==> src/rtl/hazard_pkg.sv <==
// Shared types and constants for the RVX10 hazard/stall controller.
package hazard_pkg;

  localparam int unsigned REG_W = 5;

  typedef logic [REG_W-1:0] reg_idx_t;

  typedef enum logic {
    RUN    = 1'b0,
    EXWAIT = 1'b1
  } state_e;

  localparam logic [1:0] FWD_RF = 2'b00;
  localparam logic [1:0] FWD_W  = 2'b01;
  localparam logic [1:0] FWD_M  = 2'b10;

  // M result beats W result; x0 is hardwired zero and never forwarded.
  function automatic logic [1:0] fwd_sel(
    input reg_idx_t rs,
    input reg_idx_t rd_m,
    input logic     we_m,
    input reg_idx_t rd_w,
    input logic     we_w
  );
    logic [1:0] sel;
    sel = FWD_RF;
    if (we_m && (rd_m != '0) && (rd_m == rs)) begin
      sel = FWD_M;
    end else if (we_w && (rd_w != '0) && (rd_w == rs)) begin
      sel = FWD_W;
    end
    return sel;
  endfunction

endpackage

==> src/rtl/hazard_ctrl_sat_counter.sv <==
// Saturating up-counter used for the stall/flush performance counters.
module sat_counter #(
  parameter int unsigned W = 32
) (
  input  logic         clk,
  input  logic         reset,
  input  logic         inc,
  output logic [W-1:0] q
);

  always_ff @(posedge clk or posedge reset) begin
    if (reset) begin
      q <= '0;
    end else if (inc && (q != '1)) begin
      q <= q + W'(1);
    end
  end

endmodule

==> src/rtl/hazard_ctrl.sv <==
// Hazard/stall controller for the RVX10 5-stage pipeline: forwarding, load-use
// stall, branch flush, multi-cycle EX wait with watchdog, and perf counters.
module hazard_ctrl
  import hazard_pkg::*;
#(
  parameter int unsigned MAX_WAIT = 64,
  parameter int unsigned CNT_W    = 32
) (
  input  logic             clk,
  input  logic             reset,
  input  reg_idx_t         Rs1D,
  input  reg_idx_t         Rs2D,
  input  reg_idx_t         Rs1E,
  input  reg_idx_t         Rs2E,
  input  reg_idx_t         RdE,
  input  reg_idx_t         RdM,
  input  reg_idx_t         RdW,
  input  logic             RegWriteM,
  input  logic             RegWriteW,
  input  logic             ResultSrcE0,
  input  logic             PCSrcE,
  input  logic             ex_start,
  input  logic             ex_done,
  output logic             StallF,
  output logic             StallD,
  output logic             StallE,
  output logic             FlushD,
  output logic             FlushE,
  output logic             FlushM,
  output logic [1:0]       ForwardAE,
  output logic [1:0]       ForwardBE,
  output logic             wd_err,
  output logic [CNT_W-1:0] stall_cnt,
  output logic [CNT_W-1:0] flush_cnt
);

  localparam int unsigned WAIT_W = $clog2(MAX_WAIT);

  state_e            r_state;
  state_e            w_next;
  logic [WAIT_W-1:0] r_wait;
  logic              r_wd_err;
  logic              r_wd_flush;
  logic              w_lw;
  logic              w_timeout;
  logic              w_flush_any;

  assign w_lw = ResultSrcE0 && (RdE != '0) && ((RdE == Rs1D) || (RdE == Rs2D));

  // ex_done on the last allowed cycle still counts as a normal completion.
  assign w_timeout = (r_state == EXWAIT) && !ex_done &&
                     (r_wait == WAIT_W'(MAX_WAIT - 1));

  always_ff @(posedge clk or posedge reset) begin
    if (reset) begin
      r_state <= RUN;
    end else begin
      r_state <= w_next;
    end
  end

  always_comb begin
    w_next = r_state;
    case (r_state)
      RUN:     if (ex_start) w_next = EXWAIT;
      EXWAIT:  if (ex_done || w_timeout) w_next = RUN;
      default: w_next = RUN;
    endcase
  end

  always_comb begin
    StallF    = 1'b0;
    StallD    = 1'b0;
    StallE    = 1'b0;
    FlushD    = 1'b0;
    FlushE    = 1'b0;
    FlushM    = 1'b0;
    ForwardAE = FWD_RF;
    ForwardBE = FWD_RF;
    if (!reset) begin
      ForwardAE = fwd_sel(Rs1E, RdM, RegWriteM, RdW, RegWriteW);
      ForwardBE = fwd_sel(Rs2E, RdM, RegWriteM, RdW, RegWriteW);
      case (r_state)
        // A taken branch makes the D instruction wrong-path, so no load-use stall.
        RUN: begin
          StallF = w_lw && !PCSrcE;
          StallD = w_lw && !PCSrcE;
          FlushD = PCSrcE;
          FlushE = w_lw || PCSrcE || r_wd_flush;
        end
        EXWAIT: begin
          StallF = 1'b1;
          StallD = 1'b1;
          StallE = 1'b1;
          FlushM = 1'b1;
        end
        default: ;
      endcase
    end
  end

  always_ff @(posedge clk or posedge reset) begin
    if (reset) begin
      r_wait <= '0;
    end else if (r_state == RUN) begin
      r_wait <= '0;
    end else begin
      r_wait <= r_wait + WAIT_W'(1);
    end
  end

  // Timeout sets the sticky error and discards the hung op on the following cycle.
  always_ff @(posedge clk or posedge reset) begin
    if (reset) begin
      r_wd_err   <= 1'b0;
      r_wd_flush <= 1'b0;
    end else begin
      r_wd_err   <= r_wd_err | w_timeout;
      r_wd_flush <= w_timeout;
    end
  end

  assign wd_err      = r_wd_err;
  assign w_flush_any = FlushD || FlushE || FlushM;

  sat_counter #(.W(CNT_W)) u_stall_cnt (
    .clk   (clk),
    .reset (reset),
    .inc   (StallF),
    .q     (stall_cnt)
  );

  sat_counter #(.W(CNT_W)) u_flush_cnt (
    .clk   (clk),
    .reset (reset),
    .inc   (w_flush_any),
    .q     (flush_cnt)
  );

endmodule

==> config.mk <==
export PLATFORM = sky130hd
export DESIGN_NAME = hazard_ctrl
export DESIGN_NICKNAME = d
export VERILOG_FILES = /design/src/rtl/hazard_pkg.sv /design/src/rtl/hazard_ctrl_sat_counter.sv /design/src/rtl/hazard_ctrl.sv
export SDC_FILE = /design/constraint.sdc
export NUM_CORES = 1
export LEC_CHECK = 0
export BUFFER_PORTS_ARGS = -buffer_cell sky130_fd_sc_hd__buf_2
export CORE_ASPECT_RATIO = 1.5
export CORE_MARGIN = 5
export CORE_UTILIZATION = 52
export CTS_BUF_LIST = sky130_fd_sc_hd__clkbuf_16
export CTS_CLUSTER_DIAMETER = 80
export DETAILED_ROUTE_END_ITERATION = 6
export HOLD_SLACK_MARGIN = 0.15
export PLACE_DENSITY = 0.8
export SETUP_SLACK_MARGIN = 0.1
export SYNTH_ARGS = -nofsm -noshare
export SYNTH_HDL_FRONTEND = slang
export SYNTH_HIERARCHICAL = 1
export SYNTH_SLANG_ARGS = --single-unit
==> constraint.sdc <==
create_clock -name clk -period 2.6 [get_ports clk]
set_input_delay 0.13 -clock clk [delete_from_list [all_inputs] [get_ports clk]]
set_output_delay 0.13 -clock clk [all_outputs]
set_load 0.05 [all_outputs]
==> metrics <==
status=complete, no violations; unrepaired setup endpoints after global routing=false; Worst slew margin=53.2%; first drt pass iteration count=4; final period utilization=91.0%; initial antenna violation count=0; initial core utilization=52.6%; post-route ant nets=0; antenna diode count=0; layout cells sized above 1=34.2%; Primary FF master, synth=dfrtp_1; I/O Buffers=117; type of the most critical hold path=in -> reg; FMAX=0.422 GHz; Die Footprint=9540 um2; Worst EP required=2470 ps; Seq/Total Area, Yosys=45.9%; Tot Pwr=3.45 mW; Max stage delay on crit path=560 ps; syn_nets=420; synthesized flop and latch total=73; Tot GR Track Use=21.7%; Via Count=3437; Lkg Pwr=2.54 nW; Cell Count Post-Placement=603; max_cap viols=0; DIE WIDTH=81.4 um; PD cells=664 nW/um2; Die Ht=117 um; synth unique cells=42; Worst path most repeated cell=buf_4; Min Hold Slack=402 ps; # DRC=0; Async SR Flop Fraction=100%; IO Count=118; Vias per Instance=5.52; Worst-Skew Late Latency=330 ps; area delta synth->final=30.4%; CTS tree=built; Post-synth EDFFs=0; max-slew violation count=0; Setup Crit Path Kind=in -> out; post-detailed-route wirelength per cell=15.7 um; total CTS buffers=9; crit path DAT=2240 ps; worst vdd ir=0.774 mV; Place WS=-102 ps; grt total ovfl=0; synth warn=6; Routed Wire Length=9750 um; Tightest Pin Transition=699 ps; crit path time final=2370 ps; Post-Synthesis Cells=374; Fill cells=570; Final nets=562; H-tree depth=3; Worst Path Max Fanout=10; row cnt=39; slowest CP cell=or4_4; Reg clk slew, reported paths=60 ps; type of origin of the critical path=primary input; clock skew=5.94 ps; Initial DRC Count=136; final setup violation count=0; Core Region=7560 um2; Mapped Avg Cell Area=10.6 um2; GP Congestion=0.863; Finished Layout Cells=623; commonest non-fill, non-tap cell in the layout=buf_2; clock buffer depth=2; CTS Sinks=73; CTS root buf=clkbuf_16; worst path cell trace=dlygate4sd3_1 -> buf_4 -> inv_1 -> buf_6 -> o211ai_1 -> or4_4 -> nor4_4 -> buf_4; largest net degree at the start of global routing=33; final hold viol count=0; first-pass GRT wire length=16000 um; most frequent cells in the layout=115 x buf_2, 73 x dfrtp_1, 63 x xnor2_1, 47 x nand3_1, 26 x xor2_1; setup TNS=0 ps; setup ws final=233 ps; Synth Cell Area=3980 um2; vias in the first global route=3533; Final HPWL DP=7390 um; CP endpoint kind=output pin
through the flow:
step / utilization [%] / cell area [um2]
2_1_floorplan: - / 4010
6_report: 68.6 / 5190
4_1_cts: 68.1 / 5150
5_1_grt: 68.6 / 5190
3_5_place_dp: 63.9 / 4830
3_3_place_gp: 63.9 / 4830
where the power goes:
| part | internal, mW | switching, mW | total, mW |
|---|---|---|---|
| clock network | 0.732 | 0.461 | 1.19 |
| registers | 1.24 | 0.148 | 1.39 |
| logic | 0.264 | 0.601 | 0.865 |
| total | 2.24 | 1.21 | 3.45 |
layer usage:
layer | GRT usage, % | vias to the layer above | share of wire, %
li1 | - | 1636 | -
met1 | 24.7 | 1670 | 39
met2 | 39.0 | 114 | 54
met3 | 3.37 | 17 | 4.9
met4 | 10.5 | 0 | 2.3
met5 | 0 | - | 0
path summary, 6_finish.rpt:
check / startpoint / end / slack (ps) / cells after the start
worst max-delay path: reset / ForwardBE[0] / 230 / 8
worst min-delay path: PCSrcE / u_stall_cnt/q[3] / 400 / 5
worst max register to register: r_state / u_flush_cnt/q[26] / 400 / 10
worst min register to register: wd_err / wd_err / 470 / 1
max in group asynchronous: reset / u_stall_cnt/q[2] / 1790 / 4
min in group asynchronous: reset / r_wait[5] / 430 / 4
area by class of cell:
type | count | area [um2] | share of cell area [%]
clock buffers | 9 | 225 | 4.34
clock inverters | 7 | 62.6 | 1.21
inverters | 8 | 30.0 | 0.579
multi-input cells | 284 | 2130 | 41.1
flip-flops and latches | 73 | 1830 | 35.2
well taps | 102 | 128 | 2.46
repair buffers | 140 | 787 | 15.2
kinds of logic (layout without fill, tap and decap cells):
group	after synthesis	in the layout	share of synthesized area, %
simple gates	159	159	23.6
xor+xnor	89	89	19.6
flops	73	73	45.9
compound gates	28	28	6.79
buf+inv	17	164	1.85
mux	5	5	1.35
fa+ha+maj	3	3	0.943
Yosys cell counts, types with 3 or more instances:
library cell / count / share of area, %
clkbuf_1: 5 / 0.47
nand3_1: 48 / 6.0
or3_1: 3 / 0.47
nand2_1: 18 / 1.7
a31oi_1: 5 / 0.79
mux2_2: 3 / 0.85
and3_1: 21 / 3.3
nand4_1: 20 / 3.1
ha_1: 3 / 0.94
xor2_1: 26 / 5.7
nor4_1: 4 / 0.63
nor3_1: 7 / 0.88
inv_1: 8 / 0.75
dfrtp_1: 73 / 46
or4_1: 5 / 0.94
a41oi_1: 4 / 0.88
and2_1: 5 / 0.79
o21ai_0: 3 / 0.38
nor2_1: 11 / 1.0
xnor2_1: 63 / 14
a21oi_1: 5 / 0.63
sequential cells by signal, indices dropped and copies added, names as in the netlist:
name,flops
u_flush_cnt/q,32
u_stall_cnt/q,32
r_wait,6
r_state,1
r_wd_flush,1
wd_err,1
worst max-delay path: cells and delay by family:
family | cells | cell delay (ps)
compound gates | 1 | 120
simple gates | 2 | 790
buf+inv | 5 | 1200
what timing repair did:
item	CTS	global route
endpoints found under the hold margin	75	0
hold buffers	3	0
buffers inserted	0	1
setup endpoints to repair	0	20
resized for setup	0	9
(Power assumes the default switching activity.)
